### src/rtl/control_unit.sv
// Multi-cycle instruction sequencer: walks each instruction through
// FETCH/DECODE/EXECUTE/MEM/WB and drives the datapath strobes.
module control_unit #(
    parameter int MEM_LAT = 2,
    parameter int CNT_W   = 32
) (
    input  logic             clk,
    input  logic             rst,
    input  logic             write_rd,
    input  logic             update_flags,
    input  logic             ig_ex,
    input  logic             br_en,
    input  logic             br_link,
    input  logic             mem_op,
    input  logic             store_op,
    input  logic             sp_op,
    input  logic             primask_op,
    input  logic             exc_req,
    input  logic             halt_req,
    output logic             cu_decode,
    output logic             cu_execute,
    output logic             wr_en,
    output logic             branch,
    output logic             ld_pc,
    output logic             ld_lr,
    output logic             ld_sp,
    output logic             ld_rd,
    output logic             ld_apsr,
    output logic             ld_ipsr,
    output logic             ld_primask,
    output logic [2:0]       state,
    output logic [CNT_W-1:0] inst_count,
    output logic             halted
);

    // state   | meaning
    // RESET   | idle after reset, no strobes
    // FETCH   | instruction fetch, latched flags cleared on entry
    // DECODE  | decode strobe, ig_ex sampled into skip_q
    // EXECUTE | execute strobe, decode flags latched
    // MEM     | MEM_LAT cycles of memory access, wr_en for stores
    // WB      | register/PC loads, instruction retired
    // HALT    | parked until reset
    localparam logic [2:0] S_RESET   = 3'd0;
    localparam logic [2:0] S_FETCH   = 3'd1;
    localparam logic [2:0] S_DECODE  = 3'd2;
    localparam logic [2:0] S_EXECUTE = 3'd3;
    localparam logic [2:0] S_MEM     = 3'd4;
    localparam logic [2:0] S_WB      = 3'd5;
    localparam logic [2:0] S_HALT    = 3'd6;

    localparam logic [3:0] MEM_CNT_INIT = 4'(MEM_LAT - 1);

    typedef struct packed {
        logic write_rd;
        logic update_flags;
        logic br_en;
        logic br_link;
        logic mem_op;
        logic store_op;
        logic sp_op;
        logic primask_op;
    } flags_t;

    logic [2:0]       state_q, state_d;
    logic             skip_q, skip_d;
    flags_t           flags_q, flags_d;
    logic [3:0]       mem_cnt_q, mem_cnt_d;
    logic [CNT_W-1:0] inst_count_q, inst_count_d;

    always_ff @(posedge clk) begin
        if (rst) begin
            state_q      <= S_RESET;
            skip_q       <= 1'b0;
            flags_q      <= '0;
            mem_cnt_q    <= 4'd0;
            inst_count_q <= '0;
        end else begin
            state_q      <= state_d;
            skip_q       <= skip_d;
            flags_q      <= flags_d;
            mem_cnt_q    <= mem_cnt_d;
            inst_count_q <= inst_count_d;
        end
    end

    always_comb begin
        state_d = state_q;
        case (state_q)
            S_RESET:   state_d = S_FETCH;
            S_FETCH:   state_d = S_DECODE;
            S_DECODE:  state_d = ig_ex ? S_WB : S_EXECUTE;
            S_EXECUTE: state_d = mem_op ? S_MEM : S_WB;
            S_MEM:     state_d = (mem_cnt_q == 4'd0) ? S_WB : S_MEM;
            S_WB:      state_d = halt_req ? S_HALT : S_FETCH;
            S_HALT:    state_d = S_HALT;
            default:   state_d = S_RESET;
        endcase
    end

    always_comb begin
        skip_d       = skip_q;
        flags_d      = flags_q;
        mem_cnt_d    = mem_cnt_q;
        inst_count_d = inst_count_q;
        case (state_q)
            S_DECODE: skip_d = ig_ex;
            S_EXECUTE: begin
                flags_d = '{write_rd, update_flags, br_en, br_link,
                            mem_op, store_op, sp_op, primask_op};
                if (mem_op) mem_cnt_d = MEM_CNT_INIT;
            end
            S_MEM: if (mem_cnt_q != 4'd0) mem_cnt_d = mem_cnt_q - 4'd1;
            S_WB:  inst_count_d = inst_count_q + CNT_W'(1);
            default: ;
        endcase
        // nothing from the previous instruction may survive into the next
        if (state_d == S_FETCH) begin
            skip_d  = 1'b0;
            flags_d = '0;
        end
    end

    always_comb begin
        cu_decode  = 1'b0;
        cu_execute = 1'b0;
        wr_en      = 1'b0;
        branch     = 1'b0;
        ld_pc      = 1'b0;
        ld_lr      = 1'b0;
        ld_sp      = 1'b0;
        ld_rd      = 1'b0;
        ld_apsr    = 1'b0;
        ld_ipsr    = 1'b0;
        ld_primask = 1'b0;
        halted     = 1'b0;
        case (state_q)
            S_DECODE:  cu_decode  = 1'b1;
            S_EXECUTE: cu_execute = 1'b1;
            S_MEM:     wr_en      = flags_q.mem_op & flags_q.store_op;
            S_WB: begin
                ld_pc   = 1'b1;
                ld_ipsr = exc_req;
                if (!skip_q) begin
                    branch     = flags_q.br_en;
                    ld_lr      = flags_q.br_en & flags_q.br_link;
                    ld_rd      = flags_q.write_rd & ~flags_q.store_op;
                    ld_apsr    = flags_q.update_flags;
                    ld_sp      = flags_q.sp_op;
                    ld_primask = flags_q.primask_op;
                end
            end
            S_HALT:    halted = 1'b1;
            default: ;
        endcase
    end

    assign state      = state_q;
    assign inst_count = inst_count_q;

endmodule

### config.mk
export PLATFORM = sky130hd
export DESIGN_NAME = control_unit
export DESIGN_NICKNAME = d
export VERILOG_FILES = /design/src/rtl/control_unit.sv
export SDC_FILE = /design/constraint.sdc
export NUM_CORES = 1
export LEC_CHECK = 0
export ABC_CLOCK_PERIOD_IN_PS = 1790
export BUFFER_PORTS_ARGS = -buffer_cell sky130_fd_sc_hd__buf_4
export CAP_MARGIN = 20
export CORE_ASPECT_RATIO = 1.1
export CORE_MARGIN = 10
export CORE_UTILIZATION = 45
export CTS_CLUSTER_DIAMETER = 150
export DETAILED_ROUTE_END_ITERATION = 7
export PLACE_DENSITY_LB_ADDON = 0.25
export SLEW_MARGIN = 25
export SYNTH_ARGS = -nofsm -noshare
export SYNTH_HDL_FRONTEND = slang
export SYNTH_SLANG_ARGS = --single-unit
### constraint.sdc
create_clock -name clk -period 1.79 [get_ports clk]
set_clock_uncertainty 0.1 [all_clocks]
set_input_delay 0.537 -clock clk [delete_from_list [all_inputs] [get_ports clk]]
set_output_delay 0.537 -clock clk [all_outputs]
set_load 0.005 [all_outputs]
==> flow_summary.toml <==
[floorplan]
core_area_mm2 = 0.00540
io_pins = 60
dieArea_mm2 = 0.00893
die-width_um = 91.0
row_count = 28
initial_core_util_pct = 46.3
die_h_um = 98.1

[critical_path]
worstSetupStartpointType = "flop"
cp_num_buf_inv = 1
path_delay_family = "simple AND/OR/NAND/NOR gates"
path_class = "reg -> out"
arrival_ps = 1390
cp_cell_sequence = "nor2b_4, nand2_4, nor2_4, and3_1, buf_4"
cp-end-kind = "primary output"
cp_max_fo = 5
crit_required_ps = 1150
cpPeakStageDelay_ps = 380
cpMaxStageDelayCell = "dfxtp_4"

[power_and_ir_drop]
power.density_mw_per_mm2 = 590
p_leak_nw = 1.78
ir_worst_vdd_v = 0.000523

[run_status]
status = "finished, violations left"
violations = "negative setup slack"

[sta]
min_period_over_period_pct = 113
whs_ps = 357
max_freq_mhz = 494
hold_viol = 0
timing.final.ws_setup_ps = -234
finalMaxSlewViolations = 0
finalCriticalPeriod_ps = 2020
setup_viol = 17
slew_headroom_pct = 75.6
rsz0062_at_grt = "true"
tightest_slew_ps = 365

[clocking]
cts.reportedPaths.clkPinSlew_ps = 100
cts.root.buffer_cell = "clkbuf_8"
worstSkewPairLatency_ps = 310
cts_tree = "built"
clkSinkCount = 48
htree_num_levels = 2
cts_inserted_buffers = 5
clockBufferDepth = 2

[routing]
route.vias.total = 2744
detail_route.wl_per_cell_um = 17.3
dr.first_iter.drc_count = 193
wl_mm = 8.62
ant_nets = 0
drcViolationCount = 0
dr.pass1.iters = 4
viasPerCell = 5.50

[grt]
antenna_found_initial = 0
grt-ovfl-total = 0
grt_usage_pct = 16.3
first_global_vias = 2574
grt_pass1_wl_mm = 12.4
grt_max_degree = 33

[layout]
diodes = 0
finalNonFillerCells = 499
drive_gt1_share_pct = 53.3
fin_nets = 438
area_growth_pct = 62.9

[place]
numPlacedInstances = 458
io_buffers = 59
place.detailed.hpwl_mm = 5.06
gp_congestion = 0.806

[logic_synthesis]
ys.flop_type = "dfxtp_1"
synth_edf_count = 0
synth_area_mm2 = 0.00250
netlist_instances = 289
synth.area.top_cells = "dfxtp_1 38%, a21oi_1 5.6%, nand2_1 3.9%, nor2_1 3.9%, o31ai_1 3.6%"
postSynth.asyncResetShare_pct = 0
avgSynthCellArea_um2 = 8.64
yosysSeqAreaShare_pct = 38.5
synth_top_area_share_pct = 38.5
yosys_register_bits = 48
syn_nets = 304
synth_cell_types = 52
yosysWarnings = 0
netlist.top_cell.by_area = "dfxtp_1"

[hold_path]
min_path_type = "reg -> reg"

[job]
drv_cap = 0
routing by layer:
| metal | share of wire, % | up-vias | routed length, µm | global-route usage, % |
|---|---|---|---|---|
| met5 | 0 | - | 0 | 0 |
| met4 | 2.3 | 0 | 197 | 4.34 |
| met3 | 5.4 | 18 | 468 | 4.75 |
| met2 | 54 | 78 | 4620 | 28.8 |
| met1 | 39 | 1334 | 3330 | 18.6 |
| li1 | - | 1314 | - | - |
power by group:
group,leakage [nW],switching (mW),internal [mW],total (mW)
Clock,0.0434,0.396,0.314,0.710
Combinational,1.34,0.265,0.297,0.562
Sequential,0.394,0.0321,1.10,1.13
what timing repair did:
item                       in CTS  in global routing
buffers inserted               19                 18
resized for setup              37                 65
pin swaps                      11                 24
setup endpoints to repair      16                 37
hold buffers                    0                  0
gates cloned                    0                  1
worst reg2reg max path: cells and delay by family (launching register included):
kind / cells / cell delay [ps]
AND/OR/NAND/NOR: 3 / 610
flip-flops: 1 / 390
multiplexers: 1 / 360
buffers and inverters: 2 / 300
placed cells by master, fill, tap and decap left out, drive strengths merged, types with 6 or more instances in the layout:
master and n:
xor2 10, dfxtp 48, inv 12, nor2b 8, and3 7, and2 6
nor2 26, nand3 12, o31ai 12, mux2 8, or4 12, nand2 27
nand4 13, buf 142, clkbuf 6, o21ai 6, a21oi 28
synthesized netlist by cell type (2+ instances only):
cell	n
nor2_1	26
clkbuf_8	2
mux2_2	7
nor2b_1	8
and4_1	2
buf_2	2
a211oi_1	3
inv_1	11
nor4_1	4
nor3_1	5
a21oi_1	28
and3_1	5
nand3_1	12
o21ai_0	6
nand2_1	26
buf_6	4
o31ai_1	12
or3_1	5
or4_1	12
buf_4	3
ha_1	2
dfxtp_1	48
xor2_1	10
nand4_4	2
clkbuf_1	4
nand4_1	9
and2_1	6
per-stage QoR:
step | setup TNS (ps) | cell area [µm²] | util [%] | setup slack, ps | power (mW)
3_5_place_dp | -72.6 | 3310 | 61.3 | -37.0 | 1.46
3_3_place_gp | 0 | 3310 | 61.3 | 4.03 | 1.46
4_1_cts | -1420 | 3690 | 68.3 | -166 | 2.28
5_1_grt | -3510 | 4070 | 75.4 | -272 | 2.49
6_report | -2200 | 4070 | 75.4 | -234 | 2.40
2_1_floorplan | -23.4 | 2500 | - | -23.4 | 1.33
path summary, 6_finish.rpt:
kind / from / endpoint / slack [ps] / depth (start not counted)
max: state[2] / ld_lr / -230 / 5
min: flags_q[6] / flags_q[6] / 360 / 2
max reg2reg: state[0] / inst_count[30] / -80 / 6
min reg2reg: flags_q[6] / flags_q[6] / 360 / 2
layout make-up:
class,instances,area [µm²]
Tap cell,75,93.8
Timing Repair Buffer,142,1170
Fill cell,345,1330
Sequential cell,48,983
Clock buffer,6,82.6
Inverter,12,50.0
Clock inverter,2,15.0
Multi-Input combinational cell,214,1670
registers in the layout, indices dropped and copies added (netlist names):
register	cells
inst_count	32
flags_q	8
mem_cnt_q	4
state	3
skip_q	1
cell families after synthesis:
group,count (synthesis),share of synthesized area [%]
and+or+nand+nor,137,32.9
AOI/OAI and AO/OA,55,13.3
DFF,48,38.5
buffers and inverters,28,6.77
xor gates and xnor gates,10,3.51
muxes,9,4.01
adders and majority gates,2,1.00
Note: power is estimated with default switching activity, not from simulation.
